### src/rtl/ifu_fetch_if.sv
// ifu_fetch_if: instruction-memory request/response bus.
// master is the fetch unit, slave is the instruction memory.
`ifndef IM_ADDR_LEN
`define IM_ADDR_LEN 32
`endif
`ifndef IM_DATA_LEN
`define IM_DATA_LEN 32
`endif

interface ifu_fetch_if;
  logic                    imem_req;
  logic [`IM_ADDR_LEN-1:0] imem_addr;
  logic                    imem_ready;
  logic                    imem_rvalid;
  logic [`IM_DATA_LEN-1:0] imem_rdata;
  logic                    imem_rerr;

  modport master (
    output imem_req,
    output imem_addr,
    input  imem_ready,
    input  imem_rvalid,
    input  imem_rdata,
    input  imem_rerr
  );

  modport slave (
    input  imem_req,
    input  imem_addr,
    output imem_ready,
    output imem_rvalid,
    output imem_rdata,
    output imem_rerr
  );
endinterface

### src/rtl/ifu_fetch.sv
// ifu_fetch: in-order word fetch, credit-limited issue, instruction FIFO.
// Optional IFU_BYPASS_EN forwards a response to decode when the FIFO is empty.
`ifndef IM_ADDR_LEN
`define IM_ADDR_LEN 32
`endif
`ifndef IM_DATA_LEN
`define IM_DATA_LEN 32
`endif

module ifu_fetch #(
  parameter logic [`IM_ADDR_LEN-1:0] RESET_PC = '0,
  parameter int FIFO_DEPTH = 4,
  parameter int MAX_OUT    = 2
) (
  input  logic                    clk,
  input  logic                    rst,
  input  logic                    redirect,
  input  logic [`IM_ADDR_LEN-1:0] redirect_pc,
  input  logic                    stall,
  ifu_fetch_if.master             imem,
  output logic [`IM_DATA_LEN-1:0] inst,
  output logic                    inst_valid,
  output logic [`IM_ADDR_LEN-1:0] pc,
  output logic                    inst_err
);
  localparam int AL = `IM_ADDR_LEN;
  localparam int DL = `IM_DATA_LEN;
  localparam int PW = $clog2(FIFO_DEPTH);
  localparam int CW = $clog2(FIFO_DEPTH + 1);
  localparam int OW = $clog2(MAX_OUT + 1);
  localparam int SW = $clog2(FIFO_DEPTH + 2 * MAX_OUT + 1) + 1;

  logic [AL-1:0] fetch_pc_q, fetch_pc_d;
  logic [AL-1:0] resp_pc_q, resp_pc_d;
  logic [OW-1:0] out_cnt_q, out_cnt_d;
  logic [OW-1:0] kill_cnt_q, kill_cnt_d;
  logic          halted_q, halted_d;
  logic [PW-1:0] rd_ptr_q, rd_ptr_d;
  logic [PW-1:0] wr_ptr_q, wr_ptr_d;
  logic [CW-1:0] cnt_q, cnt_d;

  logic [DL-1:0] inst_mem_q [FIFO_DEPTH];
  logic [AL-1:0] pc_mem_q   [FIFO_DEPTH];
  logic          err_mem_q  [FIFO_DEPTH];

  logic          head_valid;
  logic          credit_ok;
  logic          req;
  logic          accept;
  logic          kill;
  logic          good;
  logic          bypass;
  logic          push;
  logic          pop;
  logic [AL-1:0] redir_al;

  always_comb begin
    head_valid = cnt_q != '0;
    // space for everything in flight that will actually land
    credit_ok  = (SW'(out_cnt_q) + SW'(cnt_q))
               < (SW'(FIFO_DEPTH) + SW'(kill_cnt_q));
    req        = ~rst & ~redirect & ~halted_q
               & (out_cnt_q < OW'(MAX_OUT)) & credit_ok;
    accept     = req & imem.imem_ready;
    kill       = imem.imem_rvalid
               & ((kill_cnt_q != '0) | redirect);
    good       = imem.imem_rvalid & ~kill;
`ifdef IFU_BYPASS_EN
    bypass     = good & ~head_valid & ~stall;
`else
    bypass     = 1'b0;
`endif
    push       = good & ~bypass;
    pop        = head_valid & ~stall & ~redirect;
    redir_al   = {redirect_pc[AL-1:2], 2'b00};

    out_cnt_d  = out_cnt_q + OW'(accept)
               - OW'(imem.imem_rvalid);
    kill_cnt_d = kill_cnt_q;
    if (imem.imem_rvalid && kill_cnt_q != '0)
      kill_cnt_d = kill_cnt_q - OW'(1);
    fetch_pc_d = accept ? fetch_pc_q + AL'(4)
                        : fetch_pc_q;
    resp_pc_d  = good ? resp_pc_q + AL'(4)
                      : resp_pc_q;
    halted_d   = halted_q;
    // a fault stops fetch; whatever is still in flight is junk
    if (good && imem.imem_rerr) begin
      halted_d   = 1'b1;
      kill_cnt_d = out_cnt_d;
    end
    rd_ptr_d   = pop ? rd_ptr_q + PW'(1) : rd_ptr_q;
    wr_ptr_d   = push ? wr_ptr_q + PW'(1) : wr_ptr_q;
    cnt_d      = cnt_q + CW'(push) - CW'(pop);

    if (redirect) begin
      fetch_pc_d = redir_al;
      resp_pc_d  = redir_al;
      halted_d   = 1'b0;
      kill_cnt_d = out_cnt_d;
      rd_ptr_d   = '0;
      wr_ptr_d   = '0;
      cnt_d      = '0;
    end

    imem.imem_req  = req;
    imem.imem_addr = rst ? {RESET_PC[AL-1:2], 2'b00}
                         : {fetch_pc_q[AL-1:2], 2'b00};

    inst       = '0;
    pc         = '0;
    inst_err   = 1'b0;
    inst_valid = head_valid | bypass;
    if (bypass) begin
      inst     = imem.imem_rdata;
      pc       = resp_pc_q;
      inst_err = imem.imem_rerr;
    end else if (head_valid) begin
      inst     = inst_mem_q[rd_ptr_q];
      pc       = pc_mem_q[rd_ptr_q];
      inst_err = err_mem_q[rd_ptr_q];
    end
  end

  always_ff @(posedge clk) begin
    if (rst) begin
      fetch_pc_q <= RESET_PC;
      resp_pc_q  <= RESET_PC;
      out_cnt_q  <= '0;
      kill_cnt_q <= '0;
      halted_q   <= 1'b0;
      rd_ptr_q   <= '0;
      wr_ptr_q   <= '0;
      cnt_q      <= '0;
    end else begin
      fetch_pc_q <= fetch_pc_d;
      resp_pc_q  <= resp_pc_d;
      out_cnt_q  <= out_cnt_d;
      kill_cnt_q <= kill_cnt_d;
      halted_q   <= halted_d;
      rd_ptr_q   <= rd_ptr_d;
      wr_ptr_q   <= wr_ptr_d;
      cnt_q      <= cnt_d;
    end
  end

  always_ff @(posedge clk) begin
    if (!rst && push && !redirect) begin
      inst_mem_q[wr_ptr_q] <= imem.imem_rdata;
      pc_mem_q[wr_ptr_q]   <= resp_pc_q;
      err_mem_q[wr_ptr_q]  <= imem.imem_rerr;
    end
  end
endmodule

### src/flat_wrapper.sv
// flat-port wrapper written by rule: the top's interface ports become plain ports
module ifu_fetch_flat 
#(
  parameter logic [`IM_ADDR_LEN-1:0] RESET_PC = '0,
  parameter int FIFO_DEPTH = 4,
  parameter int MAX_OUT    = 2
)
  (clk, rst, redirect, redirect_pc, stall, inst, inst_valid, pc, inst_err, imem_imem_req, imem_imem_addr, imem_imem_ready, imem_imem_rvalid, imem_imem_rdata, imem_imem_rerr);
  ifu_fetch_if imem_i ();
  input  logic clk;
  input  logic rst;
  input  logic redirect;
  input  logic [`IM_ADDR_LEN-1:0] redirect_pc;
  input  logic stall;
  output logic [`IM_DATA_LEN-1:0] inst;
  output logic inst_valid;
  output logic [`IM_ADDR_LEN-1:0] pc;
  output logic inst_err;
  output wire logic [$bits(imem_i.imem_req)-1:0] imem_imem_req;
  output wire logic [$bits(imem_i.imem_addr)-1:0] imem_imem_addr;
  input wire logic [$bits(imem_i.imem_ready)-1:0] imem_imem_ready;
  input wire logic [$bits(imem_i.imem_rvalid)-1:0] imem_imem_rvalid;
  input wire logic [$bits(imem_i.imem_rdata)-1:0] imem_imem_rdata;
  input wire logic [$bits(imem_i.imem_rerr)-1:0] imem_imem_rerr;
  assign imem_imem_req = imem_i.imem_req;
  assign imem_imem_addr = imem_i.imem_addr;
  assign imem_i.imem_ready = imem_imem_ready;
  assign imem_i.imem_rvalid = imem_imem_rvalid;
  assign imem_i.imem_rdata = imem_imem_rdata;
  assign imem_i.imem_rerr = imem_imem_rerr;
  ifu_fetch #(.RESET_PC(RESET_PC), .FIFO_DEPTH(FIFO_DEPTH), .MAX_OUT(MAX_OUT)) u_core (.clk(clk), .rst(rst), .redirect(redirect), .redirect_pc(redirect_pc), .stall(stall), .imem(imem_i), .inst(inst), .inst_valid(inst_valid), .pc(pc), .inst_err(inst_err));
endmodule
### config.mk
export PLATFORM = sky130hd
export DESIGN_NAME = ifu_fetch_flat
export DESIGN_NICKNAME = d
export VERILOG_FILES = /design/src/rtl/ifu_fetch_if.sv /design/src/rtl/ifu_fetch.sv /design/src/flat_wrapper.sv
export SDC_FILE = /design/constraint.sdc
export NUM_CORES = 1
export LEC_CHECK = 0
export CAP_MARGIN = 20
export CORE_MARGIN = 2
export CORE_UTILIZATION = 25
export DETAILED_ROUTE_END_ITERATION = 8
export DONT_BUFFER_PORTS = 1
export PLACE_DENSITY = 0.37
export SLEW_MARGIN = 40
export SYNTH_ARGS = -nofsm -noshare
export SYNTH_HDL_FRONTEND = slang
export SYNTH_SLANG_ARGS = --single-unit
### constraint.sdc
create_clock -name clk -period 10.6 [get_ports clk]
set_input_delay 1.59 -clock clk [delete_from_list [all_inputs] [get_ports clk]]
set_output_delay 1.59 -clock clk [all_outputs]
set_load 0.02 [all_outputs]
After elaboration in Yosys (flattened, before gate mapping) --
Memories as Yosys holds them, arrays and structs flattened. A register that Yosys moved wholly into a read port is not among the register bits. Index checks and enable logic that the tools add are counted. W data, S select, Z words.
Storage, ports and cells: register bits 76, RAM bits 260, output and inout port bits 99, logic and storage cells 72, memories kept 3
Memories:
- u_core.inst_mem_q | depth 4, bits a word 32, read ports 1, clocked after memory_dff 1, write ports 1, RTL line ifu_fetch.sv:42 | logic [DL-1:0] inst_mem_q [FIFO_DEPTH];
- u_core.pc_mem_q | depth 4, bits a word 32, read ports 1, clocked after memory_dff 1, write ports 1, RTL line ifu_fetch.sv:43 | logic [AL-1:0] pc_mem_q [FIFO_DEPTH];
- u_core.err_mem_q | depth 4, bits a word 1, read ports 1, clocked after memory_dff 1, write ports 1, RTL line ifu_fetch.sv:44 | logic err_mem_q [FIFO_DEPTH];
Cells by class: add/sub/neg operators 11, $lt $le $gt $ge 2, muxes and demuxes 19, bitwise operators 15, reduce and logical (&&, ||, !) cells 12
Operators with widths (count):
- $mux W32 | 7
- $add A32 B3 Y32 const B | 2
- $mux W2 | 9
- $and A1 B1 Y1 | 9
- $reduce_bool A2 Y1 | 3
- $reduce_bool A3 Y1 | 2
- $lt A5 B5 Y1 | 1
- $not A1 Y1 | 5
- $add A2 B1 Y2 const B | 2
- $add A2 B3 Y4 | 1
- $add A3 B2 Y4 const A | 1
- $logic_and A1 B1 Y1 | 4
- $add A3 B1 Y3 | 1
- $mux W1 | 3
- $sub A3 B1 Y3 | 1
- $add A2 B1 Y2 | 1
- $logic_not A1 Y1 | 2
- $lt A2 B2 Y1 const B | 1
- $reduce_or A2 Y1 | 1
- $sub A2 B1 Y2 | 1
- $sub A2 B1 Y2 const B | 1
- $or A1 B1 Y1 | 1

Logic depth before layout (Yosys ltp) --
Gate-level depths: netlist of the first run.
depth in word-level cells 10, mapped depth 13, mapped depth without buffers 11

Worst setup path before layout of the first run --
OpenSTA, ideal clock, no wires.
path type input port to flip-flop, from input port redirect, to memory u_core.err_mem_q[0], enable pin, data arrival time 4.009 ns, path slack 6.164 ns, cell stages on the path 5, cells stage by stage clkbuf_1 > or2_2 > clkbuf_1 > nor2_1 > and2_1
Between the ends: longest elaborated chain between the ends 8
RTL lines:
- start: declaration | RTL line flat_wrapper.sv:12 | input logic redirect;
- $or A1 B1 Y1 | RTL line ifu_fetch.sv:66 | & ((kill_cnt_q != '0) | redirect);
- $and A1 B1 Y1 | RTL line ifu_fetch.sv:66
- $not A1 Y1 | RTL line ifu_fetch.sv:67 | good = imem.imem_rvalid & ~kill;
- $and A1 B1 Y1 | RTL line ifu_fetch.sv:67
- $logic_and A1 B1 Y1 | RTL line ifu_fetch.sv:148 | if (!rst && push && !redirect) begin
- $logic_and A1 B1 Y1 (*) | RTL line ifu_fetch.sv:148
- $mux W1 (*) | RTL line ifu_fetch.sv:148
- $mux W1 (implied by the code) (*) | RTL line ifu_fetch.sv:151 | err_mem_q[wr_ptr_q] <= imem.imem_rerr;
- end: declaration | RTL line ifu_fetch.sv:44
Every way passes the cells marked *; elsewhere a longest branch is shown, timed or not.

Final worst setup path of the first run --
from register u_core.cnt_q[0], to output port imem_imem_req
Between the ends: longest elaborated chain between the ends 3
RTL lines:
- start: declaration | RTL line ifu_fetch.sv:40 | logic [CW-1:0] cnt_q, cnt_d;
- start signal: assignment | RTL line ifu_fetch.sv:143 | cnt_q <= cnt_d;
- $add A2 B3 Y4 | RTL line ifu_fetch.sv:60 | credit_ok = (SW'(out_cnt_q) + SW'(cnt_q))
- $lt A5 B5 Y1 | RTL line ifu_fetch.sv:61 | < (SW'(FIFO_DEPTH) + SW'(kill_cnt_q));
- $and A1 B1 Y1 | RTL line ifu_fetch.sv:63 | & (out_cnt_q < OW'(MAX_OUT)) & credit_ok;
- end: declaration | RTL line flat_wrapper.sv:19 | output wire logic [$bits(imem_i.imem_req)-1:0] imem_imem_req;
No other way between the ends.

==> run_results.csv, run 1 <==
group,metric,value,unit
placement,placement.io_buffers,0,
clock_network,path_clk_slew,0.06,ns
routing,dr_wl_met2,16050,µm
routing,top_layer,"met4",
synthesis,synth_edf_count,252,
synthesis,synthArstFlopShare,0,%
global_routing,grt_use_total,12.51,%
placement,hpwlAfterDp,21800,µm
global_routing,gr-total-overflow,0,
power,ir_worst_vdd,0.00008528,V
critical_path,cp.arrival,3.28,ns
routing,routed_wl,35440,µm
cells_and_area,drive_gt1_share,15.98,%
floorplan,fp.coreArea,54880,µm²
cells_and_area,fin_util,29.11,%
synthesis,syn_area_per_cell,14.82,µm²
power,p_leak,5.044,nW
cells_and_area,fill_cells,5532,
cells_and_area,area_growth,15.37,%
floorplan,placementRows,86,
routing,drtAntennaViolNets,0,
critical_path,end_kind,"primary output",
synthesis,ys_types,68,
timing,finalCriticalPeriod,4.870,ns
floorplan,ioPinCount,170,
timing,final_hold_viol_count,0,
run_status,status,"finished, final reports clean",
routing,dr.pass1.iters,4,
placement,dpl-instance-area,14640,µm²
critical_path,path_class,"reg2out",
global_routing,grt_max_degree,74,
timing,max_freq,0.2053,GHz
cells_and_area,antenna_cells,0,
clock_network,postCtsSetupBuffers,0,
min_path,min_path_type,"reg2reg",
cells_and_area,nNetsFinal,1025,
timing,tns,0,ns
routing,wl_met3,2539,µm
clock_network,clk_latency,0.56,ns
timing,report.final.slew_viol_count,0,
clock_network,cts_buffer_depth,3,
synthesis,synth-seq-area-share,65.35,%
synthesis,ys_seq_elements,326,
clock_network,hold_buffers,0,
timing,rsz0062_at_grt,"no",
synthesis,synth_warnings,0,
clock_network,cts_tree,"yes",
routing,drt_iter0_drc,431,
synthesis,postSynthCellCount,934,
timing,clock_skew,0.01902,ns
floorplan,start_util,25.23,%
clock_network,cts_root_buf,"clkbuf_16",
routing,drc,0,
global_routing,grt_pass1_wl,53060,µm
critical_path,cp-start-kind,"flop",
timing,final.period_utilization,45.94,%
clock_network,clkSinkCount,326,
timing,relSlewSlack,46.62,%
placement,place_congestion,0.7707,
cells_and_area,final_cell_area,15970,µm²
routing,vias,7673,
timing,worst_pin_slew,0.7950,ns
routing,wl_met1,15990,µm
routing,routedWlPerCell,21.17,µm
critical_path,critPathMaxFanout,8,
routing,vias_per_cell,4.584,
floorplan,fp.dieW,239.3,µm
synthesis,synth_area,13850,µm²
flow_run,drv_cap,0,
clock_network,numCtsBuffers,40,
timing,hold_slack,0.4922,ns
power,powerDensity,188.2,nW/µm²
power,finalPower,3.007,mW
synthesis,ys_dominant_reg_cell,"edfxtp_1",
global_routing,antenna_found_initial,0,
timing,setup_viol,0,
clock_network,htreeDepth,2,
floorplan,dieArea,57280,µm²
global_routing,first_global_vias,8063,
floorplan,die_height,239.3,µm
clock_network,ctsResizeCount,0,
critical_path,required,9.01,ns
## path summary, 6_finish.rpt
path / start / endpoint / slack, ns / cells after the start
worst max-delay path: u_core.cnt_q[0]$_SDFF_PP0_ / imem_imem_req / 5.73 / 6
worst max register to register: u_core.cnt_q[0]$_SDFF_PP0_ / u_core.fetch_pc_q[12]$_SDFFE_PP0P_ / 7.10 / 8
worst min-delay path: u_core.fetch_pc_q[31]$_SDFFE_PP0P_ / u_core.fetch_pc_q[31]$_SDFFE_PP0P_ / 0.49 / 1
worst min register to register: u_core.fetch_pc_q[31]$_SDFFE_PP0P_ / u_core.fetch_pc_q[31]$_SDFFE_PP0P_ / 0.49 / 1
## layer usage
metal	vias to the layer above	global-route usage, %
met5	-	0
met4	0	3.731
met3	53	4.253
met2	198	19.34
met1	3838	16.56
li1	3584	-
## metrics by stage
stage | setup slack, ns | std cells
after floorplan | 6.164 | 937
after global placement | 5.778 | 1599
after detailed placement | 6.063 | 1600
after CTS | 5.626 | 1674
after global routing | 5.505 | 1674
final | 5.730 | 1674
## power breakdown
| group | switching, mW | internal [mW] |
|---|---|---|
| sequential | 0.0366 | 1.41 |
| combinational | 0.104 | 0.0557 |
| clock | 0.556 | 0.844 |
## kinds of logic (layout without fill, tap and decap cells)
family / after synthesis / count (layout) / share of synthesized area [%]
DFF: 326 / 326 / 65.35
and+or+nand+nor: 284 / 284 / 11.44
AOI/OAI and AO/OA: 112 / 112 / 5.775
buffers and inverters: 84 / 117 / 2.485
muxes: 71 / 71 / 10.83
xor gates and xnor gates: 40 / 40 / 2.530
adders and majority gates: 16 / 16 / 1.554
other: 1 / 4 / 0.02708
## flip-flops by register name, indices dropped and copies added (netlist names), named ones only
signal / flops
u_core.pc_mem_q: 120
u_core.resp_pc_q: 30
u_core.err_mem_q: 4
u_core.kill_cnt_q: 2
u_core.cnt_q: 3
u_core.rd_ptr_q: 2
u_core.out_cnt_q: 2
u_core.halted_q: 1
u_core.inst_mem_q: 128
u_core.wr_ptr_q: 2
u_core.fetch_pc_q: 30
## layout make-up
class                   instances  area (µm²)  share of cell area (%)
clock buffers                  50        1070                   6.697
clock inverters                24       269.0                   1.684
inverters                      34       127.6                  0.7989
multi-input cells             527        4491                   28.11
flip-flops and latches        326        9056                   56.69
well taps                     704       880.8                   5.514
repair buffers                  9       80.08                  0.5013
## Yosys cell counts, types with 5 or more instances
cell	number	area, µm²
buf_2	8	40.04
nor3b_1	6	45.04
nand2_1	34	127.6
clkbuf_1	33	123.9
and2_1	71	444.2
and4_1	7	61.31
inv_1	31	116.4
xor2_1	17	148.9
a21boi_0	6	45.04
xnor2_1	23	201.4
mux2i_1	7	70.07
a21oi_1	24	120.1
buf_4	5	37.54
edfxtp_1	252	7567
nor3_1	11	55.05
nand3_1	17	85.08
nor2_1	55	206.5
a31oi_1	7	43.79
or3_1	6	37.54
ha_1	14	175.2
nor2b_1	26	162.7
o31a_1	8	70.07
and3_1	7	43.79
a21boi_1	7	52.55
nor4_1	10	62.56
dfxtp_1	74	1481
nand4_1	22	137.6
mux4_2	63	1419
o211ai_1	6	45.04
a211oi_1	14	105.1
## critical path: stages (launching register included)
cell and delay (ns):
dfxtp_1 0.32, ha_1 0.23, fa_1 0.43, ha_1 0.27, a21oi_1 0.62, o221ai_1 0.22, nor3_1 0.63
## placed cells by master, fill, tap and decap left out, drive strengths merged, types with 14 or more instances in the layout
master,synthesis,routed
nand3,17,17
nand4,23,23
nand2,34,34
a211oi,15,15
ha,14,14
xnor2,23,23
mux4,63,63
a21oi,24,24
nor2b,26,26
dfxtp,74,74
and2,71,71
clkbuf,33,50
inv,34,38
edfxtp,252,252
xor2,17,17
nor2,55,55
Power figures use the tool's default switching activity.
==> inputs of run 2 (changes only) <==
==> constraint.sdc (replaced) <==
create_clock -name clk -period 5.1 [get_ports clk]
set_input_delay 0.765 -clock clk [delete_from_list [all_inputs] [get_ports clk]]
set_output_delay 0.765 -clock clk [all_outputs]
set_load 0.02 [all_outputs]
==> run_results.csv, run 2 (synthesized netlist as in run 1, its figures left out) <==
group,metric,value,unit
cells_and_area,drive_gt1_share,16.56,%
clock_network,cts_root_buf,"clkbuf_16",
critical_path,slowest_delay,0.44,ns
routing,routed_wl,35820,µm
critical_path,required,4.34,ns
cells_and_area,largest_register,"u_core.inst_mem_q",
timing,tns,0,ns
global_routing,antenna_found_initial,0,
routing,vias,7700,
timing,report.final.slew_viol_count,0,
timing,setup_viol,0,
critical_path,worst-path-buf-inv,0,
critical_path,cpMostUsedCell,"ha_1",
timing,finalWorstSetupSlack,1.501,ns
clock_network,postCtsSetupBuffers,0,
floorplan,fp.dieW,239.3,µm
cells_and_area,final_cell_mix,"edfxtp_1 (252), dfxtp_1 (72), and2_1 (67), mux4_2 (63), nor2_1 (54)",
clock_network,hold_buffers,0,
floorplan,fp.coreArea,54880,µm²
placement,pre_cts_ws,1.548,ns
timing,rsz0062_at_grt,"no",
flow_run,drv_cap,0,
global_routing,gr-total-overflow,0,
placement,hpwlAfterDp,23180,µm
clock_network,path_clk_slew,0.06,ns
routing,top_layer,"met4",
critical_path,ff2ff_setup_slack,1.88,ns
routing,routedWlPerCell,21.36,µm
critical_path,worst_path_max_delay_cell,"fa_1",
critical_path,rr_startpoint,"u_core.cnt_q[0]$_SDFF_PP0_",
routing,drc,0,
global_routing,first_global_vias,8188,
critical_path,path_class,"reg2out",
timing,hold_slack,0.2984,ns
min_path,min_to,"u_core.out_cnt_q[0]$_SDFF_PP0_",
global_routing,grt_use_total,12.57,%
clock_network,cts_tree,"yes",
global_routing,grt_pass1_wl,53210,µm
critical_path,crit_chain,"ha_1 -> fa_1 -> ha_1 -> a21oi_2 -> o221ai_1 -> nor3_2",
run_status,status,"finished, final reports clean",
power,powerDensity,381.5,nW/µm²
critical_path,cp.arrival,2.83,ns
routing,vias_per_cell,4.592,
cells_and_area,fill_cells,5559,
critical_path,critPathMaxFanout,8,
min_path,min_path_type,"in2reg",
floorplan,die_height,239.3,µm
placement,dpl-instance-area,14720,µm²
timing,max_freq,0.2779,GHz
floorplan,placementRows,86,
power,ir_worst_vdd,0.0001761,V
power,finalPower,6.103,mW
cells_and_area,area_growth,15.53,%
critical_path,cp-start-kind,"flop",
routing,drt_iter0_drc,398,
min_path,hold_depth,1,
critical_path,path_delay_family,"adder cells",
power,p_leak,5.067,nW
floorplan,ioPinCount,170,
timing,final.period_utilization,70.57,%
clock_network,clkSinkCount,326,
floorplan,start_util,25.23,%
routing,wl_met1,16190,µm
timing,final_hold_viol_count,0,
timing,clock_skew,0.02646,ns
timing,relSlewSlack,47.17,%
cells_and_area,layout_commonest_cell,"edfxtp_1",
routing,dr_wl_met2,16470,µm
clock_network,htreeDepth,2,
routing,drtAntennaViolNets,0,
clock_network,clk_latency,0.56,ns
critical_path,r2r_end,"u_core.kill_cnt_q[1]$_SDFFE_PP0P_",
placement,placement.io_buffers,0,
routing,dr.pass1.iters,5,
global_routing,grt_max_degree,74,
cells_and_area,nNetsFinal,1033,
clock_network,ctsResizeCount,0,
timing,finalCriticalPeriod,3.599,ns
cells_and_area,final_cell_area,16000,µm²
critical_path,startpoint,"u_core.cnt_q[0]$_SDFF_PP0_",
critical_path,worst_r2r_path_depth,11,
min_path,min_from,"rst",
floorplan,dieArea,57280,µm²
clock_network,cts_buffer_depth,3,
timing,worst_pin_slew,0.7924,ns
cells_and_area,largest_register_ffs,128,
routing,wl_met3,2459,µm
placement,place_congestion,0.7621,
clock_network,numCtsBuffers,40,
critical_path,end_kind,"primary output",
cells_and_area,reg_top3,"u_core.inst_mem_q (128), u_core.pc_mem_q (120)",
[run 2: changes by cell type in the layout (fill, tap and decap cells not counted), sizes merged]
cell	before	now
diode	0	1
clkbuf	50	47
clkinvlp	3	2
bufinv	5	3
inv	38	37
buf	9	17
clkinv	12	13
[run 2: per-layer routing]
metal	vias to the layer above	global-route usage, %
met4	0	3.277
met3	51	4.287
li1	3588	-
met5	-	0
met2	178	19.80
met1	3883	16.50
[run 2: worst max-delay path by stage]
stage,end,cells past startpoint
6_report,imem_imem_req,6
4_1_cts,imem_imem_req,6
3_5_place_dp,imem_imem_req,6
2_1_floorplan,u_core.err_mem_q[0]$_DFFE_PP_,5
5_1_grt,imem_imem_req,6
3_3_place_gp,u_core.kill_cnt_q[1]$_SDFFE_PP0P_,11
[run 2: worst reg2reg max path: cells and delay by family, from the launching register on]
kind	cells	cell delay, ns
flip-flops	1	0.32
AND/OR/NAND/NOR	1	0.09
multiplexers	1	0.10
AO/OA/AOI/OAI	2	0.67
XOR/XNOR	2	0.33
adder cells (fa/ha/maj)	4	1.28
buffers and inverters	1	0.37
[run 2: per-stage QoR]
step / instances / util [%]
global route: 1676 / 29.15
detailed placement: 1608 / 26.83
CTS: 1676 / 29.12
global placement: 1603 / 26.66
finish: 1677 / 29.15
floorplan: 937 / -
[run 2: final cells by class]
class / count / area, µm² / area share, %
antenna: 1 / 2.502 / 0.01564
tap: 704 / 880.8 / 5.506
clock buffer: 47 / 1059 / 6.617
timing repair buffer: 17 / 175.2 / 1.095
multi-input combinational: 527 / 4498 / 28.12
clock inverter: 21 / 197.7 / 1.236
sequential: 326 / 9056 / 56.61
inverter: 34 / 127.6 / 0.7978
[run 2: report_power, final]
group	internal (mW)	switching, mW
Combinational	0.120	0.217
Sequential	2.93	0.0763
Clock	1.63	1.12
Total	4.69	1.41
